$ cat config.mk
export PLATFORM = sky130hd
export DESIGN_NAME = ldst_memory_port_flat
export DESIGN_NICKNAME = d
export VERILOG_FILES = /design/src/rtl/ldst_memory_port_pkg.sv /design/src/rtl/ldst_memory_port_if.sv /design/src/rtl/ldst_byte_align.sv /design/src/rtl/ldst_memory_port.sv /design/src/flat_wrapper.sv
export SDC_FILE = /design/constraint.sdc
export NUM_CORES = 1
export LEC_CHECK = 0
export ABC_CLOCK_PERIOD_IN_PS = 4200
export CAP_MARGIN = 20
export CORE_MARGIN = 1
export CORE_UTILIZATION = 44
export DETAILED_ROUTE_END_ITERATION = 7
export GPL_TIMING_DRIVEN = 0
export HOLD_SLACK_MARGIN = 0.02
export PLACE_DENSITY = 0.81
export SYNTH_ARGS = -nofsm -noshare
export SYNTH_HDL_FRONTEND = slang
export SYNTH_SLANG_ARGS = --single-unit
$ cat constraint.sdc
create_clock -name clk -period 4.2 [get_ports clk]
set_clock_uncertainty 0.2 [all_clocks]
set_input_delay 0.84 -clock clk [delete_from_list [all_inputs] [get_ports clk]]
set_output_delay 0.84 -clock clk [all_outputs]
set_load 0.05 [all_outputs]
$ cat src/rtl/ldst_memory_port_pkg.sv
// ldst_memory_port_pkg: size codes, FSM encodings and AFE codes shared by the load/store port and the AFE stage.
package ldst_memory_port_pkg;
    localparam logic [1:0] LDST_SIZE_BYTE = 2'b00;
    localparam logic [1:0] LDST_SIZE_HALF = 2'b01;
    localparam logic [1:0] LDST_SIZE_WORD = 2'b10;
    localparam logic [1:0] LDST_SIZE_RSVD = 2'b11;
    localparam logic [1:0] ST_IDLE  = 2'd0;
    localparam logic [1:0] ST_REQ   = 2'd1;
    localparam logic [1:0] ST_WAIT  = 2'd2;
    localparam logic [1:0] ST_DRAIN = 2'd3;
    localparam logic [3:0] AFE_LDST_NONE  = 4'h0;
    localparam logic [3:0] AFE_LDST_SBYTE = 4'h1;
    localparam logic [3:0] AFE_LDST_SHALF = 4'h2;
    localparam logic [3:0] AFE_LDST_UBYTE = 4'h3;
    localparam logic [3:0] AFE_LDST_UHALF = 4'h4;
    typedef struct packed {
        logic       rw;
        logic [1:0] size;
        logic [1:0] off;
        logic [3:0] afe_code;
    } cmd_t;
endpackage

$ cat src/rtl/ldst_memory_port_if.sv
// ldst_memory_port_if: execute-side command, memory bus and load/store result signals of the load/store port.
interface ldst_memory_port_if #(parameter int P_DEST_W = 5);
    logic                flush;
    logic                exe_valid;
    logic                exe_busy;
    logic                exe_rw;
    logic [1:0]          exe_size;
    logic [31:0]         exe_addr;
    logic [31:0]         exe_data;
    logic [3:0]          exe_afe_code;
    logic [P_DEST_W-1:0] exe_dest;
    logic                data_req;
    logic                data_lock;
    logic                data_rw;
    logic [3:0]          data_mask;
    logic [31:0]         data_addr;
    logic [31:0]         data_wdata;
    logic                data_valid;
    logic [31:0]         data_rdata;
    logic                load_valid;
    logic [31:0]         load_data;
    logic [3:0]          load_afe_code;
    logic [P_DEST_W-1:0] load_dest;
    logic                store_done;
    logic                fault_align;
    modport master (
        input  flush, exe_valid, exe_rw, exe_size, exe_addr, exe_data, exe_afe_code, exe_dest,
        input  data_lock, data_valid, data_rdata,
        output exe_busy, data_req, data_rw, data_mask, data_addr, data_wdata,
        output load_valid, load_data, load_afe_code, load_dest, store_done, fault_align
    );
    modport slave (
        output flush, exe_valid, exe_rw, exe_size, exe_addr, exe_data, exe_afe_code, exe_dest,
        output data_lock, data_valid, data_rdata,
        input  exe_busy, data_req, data_rw, data_mask, data_addr, data_wdata,
        input  load_valid, load_data, load_afe_code, load_dest, store_done, fault_align
    );
endinterface

$ cat src/rtl/ldst_byte_align.sv
// ldst_byte_align: byte-lane mask, store-lane replication, load extraction and alignment check.
module ldst_byte_align import ldst_memory_port_pkg::*; #(
    parameter bit P_BIG_ENDIAN = 1'b1
) (
    input  logic [1:0]  size,
    input  logic [1:0]  off,
    input  logic [31:0] store_data,
    input  logic [31:0] read_data,
    output logic [3:0]  mask,
    output logic [31:0] lanes,
    output logic [31:0] extracted,
    output logic        fault
);
    logic [2:0]  nbytes;
    logic [2:0]  lane;
    logic [3:0]  be_mask;
    logic [31:0] keep;
    always_comb begin
        nbytes    = size == LDST_SIZE_BYTE ? 3'd1 : size == LDST_SIZE_HALF ? 3'd2 : 3'd4;
        be_mask   = size == LDST_SIZE_BYTE ? 4'b1000 >> off :
                    size == LDST_SIZE_HALF ? (off[1] ? 4'b0011 : 4'b1100) : 4'b1111;
        mask      = P_BIG_ENDIAN ? be_mask : {be_mask[0], be_mask[1], be_mask[2], be_mask[3]};
        // lane = index of the least significant byte of the addressed field
        lane      = P_BIG_ENDIAN ? 3'd4 - nbytes - {1'b0, off} : {1'b0, off};
        keep      = size == LDST_SIZE_BYTE ? 32'h0000_00ff : size == LDST_SIZE_HALF ? 32'h0000_ffff : 32'hffff_ffff;
        extracted = (read_data >> {lane, 3'b000}) & keep;
        lanes     = size == LDST_SIZE_BYTE ? {4{store_data[7:0]}} :
                    size == LDST_SIZE_HALF ? {2{store_data[15:0]}} : store_data;
        fault     = size == LDST_SIZE_RSVD || (size == LDST_SIZE_HALF && off[0]) ||
                    (size == LDST_SIZE_WORD && off != 2'b00);
    end
endmodule

$ cat src/rtl/ldst_memory_port.sv
// ldst_memory_port: one-at-a-time load/store FSM between execute and the data-memory bus.
module ldst_memory_port import ldst_memory_port_pkg::*; #(
    parameter int P_DEST_W     = 5,
    parameter bit P_BIG_ENDIAN = 1'b1
) (
    input logic clk,
    input logic rst_n,
    ldst_memory_port_if.master bus
);
    logic [1:0]          state;
    cmd_t                cmd;
    logic [P_DEST_W-1:0] dest;
    logic                idle;
    logic [1:0]          a_size;
    logic [1:0]          a_off;
    logic [3:0]          mask;
    logic [31:0]         lanes;
    logic [31:0]         extracted;
    logic                fault;
    // one aligner serves both the incoming command (IDLE) and the pending load
    always_comb begin
        idle   = state == ST_IDLE;
        a_size = idle ? bus.exe_size : cmd.size;
        a_off  = idle ? bus.exe_addr[1:0] : cmd.off;
    end
    assign bus.exe_busy = !idle;
    ldst_byte_align #(.P_BIG_ENDIAN(P_BIG_ENDIAN)) u_align (
        .size(a_size),
        .off(a_off),
        .store_data(bus.exe_data),
        .read_data(bus.data_rdata),
        .mask(mask),
        .lanes(lanes),
        .extracted(extracted),
        .fault(fault)
    );
    always_ff @(posedge clk) begin
        if (!rst_n) begin
            state             <= ST_IDLE;
            cmd               <= '0;
            dest              <= '0;
            bus.data_req      <= 1'b0;
            bus.data_rw       <= 1'b0;
            bus.data_mask     <= '0;
            bus.data_addr     <= '0;
            bus.data_wdata    <= '0;
            bus.load_valid    <= 1'b0;
            bus.load_data     <= '0;
            bus.load_afe_code <= AFE_LDST_NONE;
            bus.load_dest     <= '0;
            bus.store_done    <= 1'b0;
            bus.fault_align   <= 1'b0;
        end else begin
            bus.load_valid  <= 1'b0;
            bus.store_done  <= 1'b0;
            bus.fault_align <= 1'b0;
            case (state)
                ST_IDLE: if (bus.exe_valid && !bus.flush) begin
                    if (fault) bus.fault_align <= 1'b1;
                    else begin
                        state          <= ST_REQ;
                        cmd            <= '{rw: bus.exe_rw, size: bus.exe_size, off: bus.exe_addr[1:0], afe_code: bus.exe_afe_code};
                        dest           <= bus.exe_dest;
                        bus.data_req   <= 1'b1;
                        bus.data_rw    <= bus.exe_rw;
                        bus.data_mask  <= mask;
                        bus.data_addr  <= {bus.exe_addr[31:2], 2'b00};
                        bus.data_wdata <= lanes;
                    end
                end
                // a request taken in the flush cycle still completes; a flushed load drains its read
                ST_REQ: if (!bus.data_lock) begin
                    bus.data_req   <= 1'b0;
                    bus.store_done <= cmd.rw;
                    state          <= cmd.rw ? ST_IDLE : bus.flush ? ST_DRAIN : ST_WAIT;
                end else if (bus.flush) begin
                    bus.data_req <= 1'b0;
                    state        <= ST_IDLE;
                end
                ST_WAIT: if (bus.flush) state <= bus.data_valid ? ST_IDLE : ST_DRAIN;
                else if (bus.data_valid) begin
                    bus.load_valid    <= 1'b1;
                    bus.load_data     <= extracted;
                    bus.load_afe_code <= cmd.afe_code;
                    bus.load_dest     <= dest;
                    state             <= ST_IDLE;
                end
                default: if (bus.data_valid) state <= ST_IDLE;
            endcase
        end
    end
endmodule
$ cat src/flat_wrapper.sv
// flat-port wrapper written by rule: the top's interface ports become plain ports
module ldst_memory_port_flat import ldst_memory_port_pkg::*;
#(
    parameter int P_DEST_W     = 5,
    parameter bit P_BIG_ENDIAN = 1'b1
)
  (clk, rst_n, bus_flush, bus_exe_valid, bus_exe_rw, bus_exe_size, bus_exe_addr, bus_exe_data, bus_exe_afe_code, bus_exe_dest, bus_data_lock, bus_data_valid, bus_data_rdata, bus_exe_busy, bus_data_req, bus_data_rw, bus_data_mask, bus_data_addr, bus_data_wdata, bus_load_valid, bus_load_data, bus_load_afe_code, bus_load_dest, bus_store_done, bus_fault_align);
  ldst_memory_port_if #(.P_DEST_W(P_DEST_W)) bus_i ();
  input logic clk;
  input logic rst_n;
  input wire logic [$bits(bus_i.flush)-1:0] bus_flush;
  input wire logic [$bits(bus_i.exe_valid)-1:0] bus_exe_valid;
  input wire logic [$bits(bus_i.exe_rw)-1:0] bus_exe_rw;
  input wire logic [$bits(bus_i.exe_size)-1:0] bus_exe_size;
  input wire logic [$bits(bus_i.exe_addr)-1:0] bus_exe_addr;
  input wire logic [$bits(bus_i.exe_data)-1:0] bus_exe_data;
  input wire logic [$bits(bus_i.exe_afe_code)-1:0] bus_exe_afe_code;
  input wire logic [$bits(bus_i.exe_dest)-1:0] bus_exe_dest;
  input wire logic [$bits(bus_i.data_lock)-1:0] bus_data_lock;
  input wire logic [$bits(bus_i.data_valid)-1:0] bus_data_valid;
  input wire logic [$bits(bus_i.data_rdata)-1:0] bus_data_rdata;
  output wire logic [$bits(bus_i.exe_busy)-1:0] bus_exe_busy;
  output wire logic [$bits(bus_i.data_req)-1:0] bus_data_req;
  output wire logic [$bits(bus_i.data_rw)-1:0] bus_data_rw;
  output wire logic [$bits(bus_i.data_mask)-1:0] bus_data_mask;
  output wire logic [$bits(bus_i.data_addr)-1:0] bus_data_addr;
  output wire logic [$bits(bus_i.data_wdata)-1:0] bus_data_wdata;
  output wire logic [$bits(bus_i.load_valid)-1:0] bus_load_valid;
  output wire logic [$bits(bus_i.load_data)-1:0] bus_load_data;
  output wire logic [$bits(bus_i.load_afe_code)-1:0] bus_load_afe_code;
  output wire logic [$bits(bus_i.load_dest)-1:0] bus_load_dest;
  output wire logic [$bits(bus_i.store_done)-1:0] bus_store_done;
  output wire logic [$bits(bus_i.fault_align)-1:0] bus_fault_align;
  assign bus_i.flush = bus_flush;
  assign bus_i.exe_valid = bus_exe_valid;
  assign bus_i.exe_rw = bus_exe_rw;
  assign bus_i.exe_size = bus_exe_size;
  assign bus_i.exe_addr = bus_exe_addr;
  assign bus_i.exe_data = bus_exe_data;
  assign bus_i.exe_afe_code = bus_exe_afe_code;
  assign bus_i.exe_dest = bus_exe_dest;
  assign bus_i.data_lock = bus_data_lock;
  assign bus_i.data_valid = bus_data_valid;
  assign bus_i.data_rdata = bus_data_rdata;
  assign bus_exe_busy = bus_i.exe_busy;
  assign bus_data_req = bus_i.data_req;
  assign bus_data_rw = bus_i.data_rw;
  assign bus_data_mask = bus_i.data_mask;
  assign bus_data_addr = bus_i.data_addr;
  assign bus_data_wdata = bus_i.data_wdata;
  assign bus_load_valid = bus_i.load_valid;
  assign bus_load_data = bus_i.load_data;
  assign bus_load_afe_code = bus_i.load_afe_code;
  assign bus_load_dest = bus_i.load_dest;
  assign bus_store_done = bus_i.store_done;
  assign bus_fault_align = bus_i.fault_align;
  ldst_memory_port #(.P_DEST_W(P_DEST_W), .P_BIG_ENDIAN(P_BIG_ENDIAN)) u_core (.clk(clk), .rst_n(rst_n), .bus(bus_i));
endmodule
# Word level (Yosys, flattened, before mapping)
# Index checks and enable logic that the tools add are counted.
# totals
out_inout_bits	115
inputBits	114
register_bits	127
word_cells	80
# op_classes
muxes	28
n_shift	2
bitwise	6
eq_ne	8
reduce_logical	18
addsub	2
# ops
cell	count
$mux W32	4
$and A32 B32 Y32	1
$shr A32 B6 Y32	1
$mux W2	10
$mux W4	3
$reduce_and A3 Y1	4
$mux W1	7
$eq A2 B2 Y1 const B	3
$mux W3	2
$pmux W2 S3	1
$reduce_or A3 Y1	2
$not A1 Y1	5
$eq A2 B1 Y1 const B	2
$logic_not A2 Y1	2
$ne A2 B2 Y1 const B	2
$reduce_and A4 Y1	1
$reduce_bool A2 Y1	2
$shr A4 B2 Y4 const A	1
$logic_and A1 B1 Y1	3
$ne A3 B3 Y1 const B	1
$sub A3 B2 Y3	1
$sub A3 B3 Y3 const A	1
$logic_not A1 Y1	2
$logic_or A1 B1 Y1	2
$pmux W1 S2	1

# Longest topological paths before layout
# logic_depth
depth_word	9
mapped_depth	13
depth_no_buf	11

# Hierarchy
# A second synthesis with hierarchy kept.
# hier_totals
hier_cells	723
area_unflattened_um2	6244.7
# modules_own_cells
mod	seq_area_each_um2	cells_per_inst	n_inst	area_per_inst_um2
ldst_memory_port	2542.4	562	1	5052.3
ldst_byte_align	0.0	161	1	1192.4

# Least setup slack after synthesis
# No wires, ideal clock.
# synth_timing
path_kind	in2reg
start	input bus_exe_size[1]
end	register u_core.bus.load_data[10]
slack_ns	0.232
t_arrival_ns	3.651
t_required_ns	3.883
path_stages	11
setup_time_ns	0.117
n_path_buf	3
path_cell_list	or4b_2 > o21ai_0 > clkbuf_1 > ha_1 > ha_1 > clkbuf_1 > inv_1 > clkbuf_1 > a41o_1 > a211o_1 > a32o_1
# synth_between
elab_chain_cells	8
elab_cells_between_ends	10
cone_classes	add/sub: 2; eq/ne: 1; shift: 1; mux: 4; bitwise: 1; reduce/logical: 1
# synth_lines
item	line_no	source
start: declaration	flat_wrapper.sv:14	input wire logic [$bits(bus_i.exe_size)-1:0] bus_exe_size;
$mux W2 (*)	ldst_memory_port.sv:23	a_size = idle ? bus.exe_size : cmd.size;
$eq A2 B1 Y1	ldst_byte_align.sv:19	nbytes = size == LDST_SIZE_BYTE ? 3'd1 : size == LDST_SIZE_HALF ? 3'd2 : 3'd4;
$mux W3 (2 in series)	ldst_byte_align.sv:19	
$sub A3 B3 Y3	ldst_byte_align.sv:24	lane = P_BIG_ENDIAN ? 3'd4 - nbytes - {1'b0, off} : {1'b0, off};
$sub A3 B2 Y3	ldst_byte_align.sv:24	
$shr A32 B6 Y32	ldst_byte_align.sv:26	extracted = (read_data >> {lane, 3'b000}) & keep;
$and A32 B32 Y32 (*)	ldst_byte_align.sv:26	
end signal: assignment	ldst_memory_port.sv:83	bus.load_data <= extracted;
end: declaration	ldst_memory_port_if.sv:30	output load_valid, load_data, load_afe_code, load_dest, store_done, fault_align
# Mark *: on every way between the ends. The rest lies on a longest branch, timed or not.
# A chain may end at the register's enable or synchronous reset.

# Worst setup path in the final report
# layout_timing
start	register u_core.state[0]
end	register u_core.bus.load_data[25]
# layout_between
elab_chain_cells	9
elab_cells_between_ends	15
cone_classes	add/sub: 2; eq/ne: 2; shift: 1; mux: 6; bitwise: 1; reduce/logical: 3
# layout_lines
item	line_no	source
start: declaration	ldst_memory_port.sv:10	logic [1:0] state;
start signal: assignment	ldst_memory_port.sv:75	state <= cmd.rw ? ST_IDLE : bus.flush ? ST_DRAIN : ST_WAIT;
start signal: assignment	ldst_memory_port.sv:80	ST_WAIT: if (bus.flush) state <= bus.data_valid ? ST_IDLE : ST_DRAIN;
$logic_not A2 Y1	ldst_memory_port.sv:22	idle = state == ST_IDLE;
$mux W2	ldst_memory_port.sv:23	
$eq A2 B1 Y1	ldst_byte_align.sv:19, ldst_byte_align.sv:25	
$mux W3 (2 in series)	ldst_byte_align.sv:19	
$sub A3 B3 Y3	ldst_byte_align.sv:24	
$sub A3 B2 Y3	ldst_byte_align.sv:24	
$shr A32 B6 Y32	ldst_byte_align.sv:26	
$and A32 B32 Y32	ldst_byte_align.sv:26	
# Parallel ways exist; a longest one is shown, timed or not.

==> impl_metrics.toml <==
[placed_design]
place.gp.congestion = 0.9661
placed_area_um2 = 8247
portBuffers = 226
dpl.hpwl_mm = 14.33

[synth]
synth_fa_ha_area_share_pct = 1.085
synth_area_um2 = 5766
synth_compound_area_share_pct = 19.21
ys_warn_count = 0
synth_edf_count = 0
synthFlopType = "dfxtp_1"
synthTopCellsByArea = "dfxtp_1, nand2_1, mux2i_1, a21oi_1, a311oi_1"
avgSynthCellArea_um2 = 8.605
synth-xor-area-share_pct = 0.4557
synth_area_leader_cell = "dfxtp_1"
synth_top_family_by_area = "simple AND/OR/NAND/NOR gates"
ys_seq_area_share_pct = 44.10
synth_cell_types = 54
async_flop_share_pct = 0
synth_cells = 670
ys_ff_latch = 127
synth_top_area_share_pct = 44.10
yosys.area_share.simple_pct = 19.27
muxShareOfSynthArea_pct = 10.61

[power]
power_uw = 3791
power.switching_uw = 1077
p_leak_uw = 0.003336
p_int_uw = 2714
combPwrFrac_pct = 22.0
peakVddDrop_mv = 0.2801
power_density_nw_per_um2 = 424.3
p_sw_share_pct = 28.40
seq_power_share_pct = 34.0
p_clk_share_pct = 44.0

[cts]
cts_tree = "built"
clk_latency_ns = 0.42
h-tree-depth = 4
clockRootBuffer = "clkbuf_16"
ctsLongestPathBuffers = 2
numCtsBuffers = 17
cts_num_sinks = 127
clk_pin_slew_ns = 0.06

[job]
maxCapViolations = 0

[sta]
fin_crit_ns = 3.864
worstMarginPinSlew_ns = 0.9560
hold_viol = 0
slew_viol_final = 0
clock.fmax_mhz = 258.8
rsz0062_at_grt = "false"
max-slew-margin-rel_pct = 35.74
min_period_over_period_pct = 92.00
setup_viol = 0

[layout]
nets = 1033
drive_above_1_share_pct = 6.149
area_growth_pct = 54.97
fin_area_um2 = 8935

[global_route]
grt_max_degree = 17
grt_pass1_wl_mm = 30.09
antenna_found_initial = 1
grt_use_total_pct = 29.25
gr-total-overflow = 0
grt_pass1_vias = 5944

[worst_setup_path]
cp_slowest_cell = "nor4_2"
crit_required_ns = 4.35
path_cells = "nor2_1 -> clkbuf_1 -> o21ai_0 -> buf_4 -> ha_1 -> ha_2 -> nor4_2 -> a32oi_1 -> nor2_1"
path_class = "flop to flop"
start_kind = "flop"
path_delay_family = "simple AND/OR/NAND/NOR gates"
arrival_ns = 4.02
crit_buf_inv = 2
critical_path.most_common_cell = "nor2_1"
crit_path_end_kind = "flop"
path_max_fanout = 12
crit_path_max_incr_delay_ns = 0.86

[die]
rows = 41
pin_count = 229
initial_core_util_pct = 45.32
die-area_um2 = 13570
die_x_um = 116.5
core_um2 = 12720
die_y_um = 116.5

[status]
status = "finished clean"

[routing]
drc = 0
vias_per_cell = 5.543
antenna_left = 0
vias = 6097
drt-pass1-iter-count = 6
first_iter_violations = 551
drt_wl_total_mm = 19.48
routedWlPerCell_um = 17.71

[worst_hold_path]
hp-class = "flop to flop"
stage by stage:
step | utilization [%] | std cells | setup WS (ns) | hold slack, ns | setup TNS (ns)
6_report | 70.23 | 1100 | 0.3360 | 0.2487 | 0
2_1_floorplan | - | 671 | 0.2316 | 0.2322 | 0
5_1_grt | 70.23 | 1100 | 0.1254 | 0.2652 | 0
3_5_place_dp | 64.82 | 1069 | -0.8686 | 0.2447 | -23.12
3_3_place_gp | 64.82 | 1069 | -0.9110 | 0.2375 | -23.38
4_1_cts | 70.13 | 1100 | 0.04401 | 0.2532 | 0
cell usage in the layout (no fill, tap or decap), types with 3 or more instances in the layout:
master           synthesis  layout
o221ai_1                 9       9
ha_1                     5       4
clkbuf_1                39      39
a32oi_1                  8       8
nor4_1                   7       7
clkinv_2                 0       3
nand2b_1                 5       5
buf_2                    6       6
buf_4                    6       7
a311oi_1                17      17
a41o_1                   6       6
o21a_1                   6       6
a32o_1                   3       3
o21ai_0                 25      25
a222oi_1                 8       8
a21oi_1                 44      44
nand3_1                  9       9
nor3_1                   8       7
nor2_1                  22      22
mux2i_1                 60      59
xnor2_1                  3       3
a211o_1                  3       3
bufinv_16                0       6
nand2_1                163     162
a211oi_1                 8       8
inv_1                    9       9
clkbuf_16                0      17
nand4_1                 13      13
clkdlybuf4s50_1          0     224
dfxtp_1                127     127
buf_6                    3       3
or3_1                    4       4
and2_1                   9       9
repair_timing:
action                                  in CTS  in global routing
resized for setup                            6                  4
hold buffers                                 0                  0
cloned                                       0                  0
endpoints found under the hold margin        0                  0
buffers inserted                             0                  0
endpoints found under the setup margin      32                 27
metal layers:
| metal | vias to the layer above | GRT usage (%) | wire length [um] |
|---|---|---|---|
| li1 | 2917 | - | - |
| met1 | 2836 | 35.27 | 7824 |
| met2 | 299 | 48.95 | 9393 |
| met3 | 45 | 8.355 | 1838 |
| met4 | 0 | 11.79 | 422 |
| met5 | - | 0 | 0 |
final timing paths:
kind                             from                  endpoint  slack [ns]  depth (start not counted)
max reg2reg           u_core.state[0]  u_core.bus.load_data[25]        0.34                          9
min reg2reg  u_core.bus.load_data[15]  u_core.bus.load_data[15]        0.25                          2
max                   u_core.state[0]  u_core.bus.load_data[25]        0.34                          9
min          u_core.bus.load_data[15]  u_core.bus.load_data[15]        0.25                          2
power groups by stage:
stage	clock network, uW	registers [uW]	logic (uW)
3_3_place_gp	0	1310	804
3_5_place_dp	0	1320	811
2_1_floorplan	0	1470	344
6_report	1670	1290	833
4_1_cts	1680	1290	823
5_1_grt	1740	1300	884
cell usage after synthesis (7+ instances only):
cell,n
a222oi_1,8
nor2_1,22
nor3_1,8
nand3_1,9
and2_1,9
o221ai_1,9
a311oi_1,17
dfxtp_1,127
nor4_1,7
nand2_1,163
inv_1,9
a21oi_1,44
clkbuf_1,39
o21ai_0,25
nand4_1,13
a32oi_1,8
mux2i_1,60
a211oi_1,8
kinds of logic (layout without fill, tap and decap cells):
group / count (synthesis) / after routing
AO/OA/AOI/OAI: 155 / 155
XOR/XNOR: 3 / 3
other: 1 / 3
flip-flops: 127 / 127
buffers and inverters: 66 / 322
adder cells (fa/ha/maj): 5 / 5
multiplexers: 61 / 61
AND/OR/NAND/NOR: 252 / 252
flip-flops by register name (all words and copies together) (netlist names), 2 cells and up:
| signal | flops |
|---|---|
| u_core.bus.load_afe_code | 4 |
| u_core.bus.data_mask | 4 |
| u_core.bus.data_addr | 30 |
| u_core.cmd | 9 |
| u_core.bus.data_wdata | 32 |
| u_core.bus.load_data | 32 |
| u_core.bus.load_dest | 5 |
| u_core.state | 2 |
| u_core.dest | 5 |
worst register-to-register path: stages, from the launching register on:
cell,delay [ns]
dfxtp_1,0.36
nor2_1,0.44
clkbuf_1,0.42
o21ai_0,0.23
buf_4,0.24
ha_1,0.32
ha_2,0.37
nor4_2,0.87
a32oi_1,0.22
nor2_1,0.13
cell type report:
class / instances / area, um2
antenna: 1 / 2.502
inverter: 10 / 37.54
fill: 1070 / 3787
buffer: 54 / 259.0
clock buffer: 21 / 450.4
clock inverter: 11 / 211.5
tap: 172 / 215.2
timing repair buffer: 226 / 2267
sequential: 127 / 2542
multi-input combinational: 478 / 2949
(Power assumes the default switching activity.)
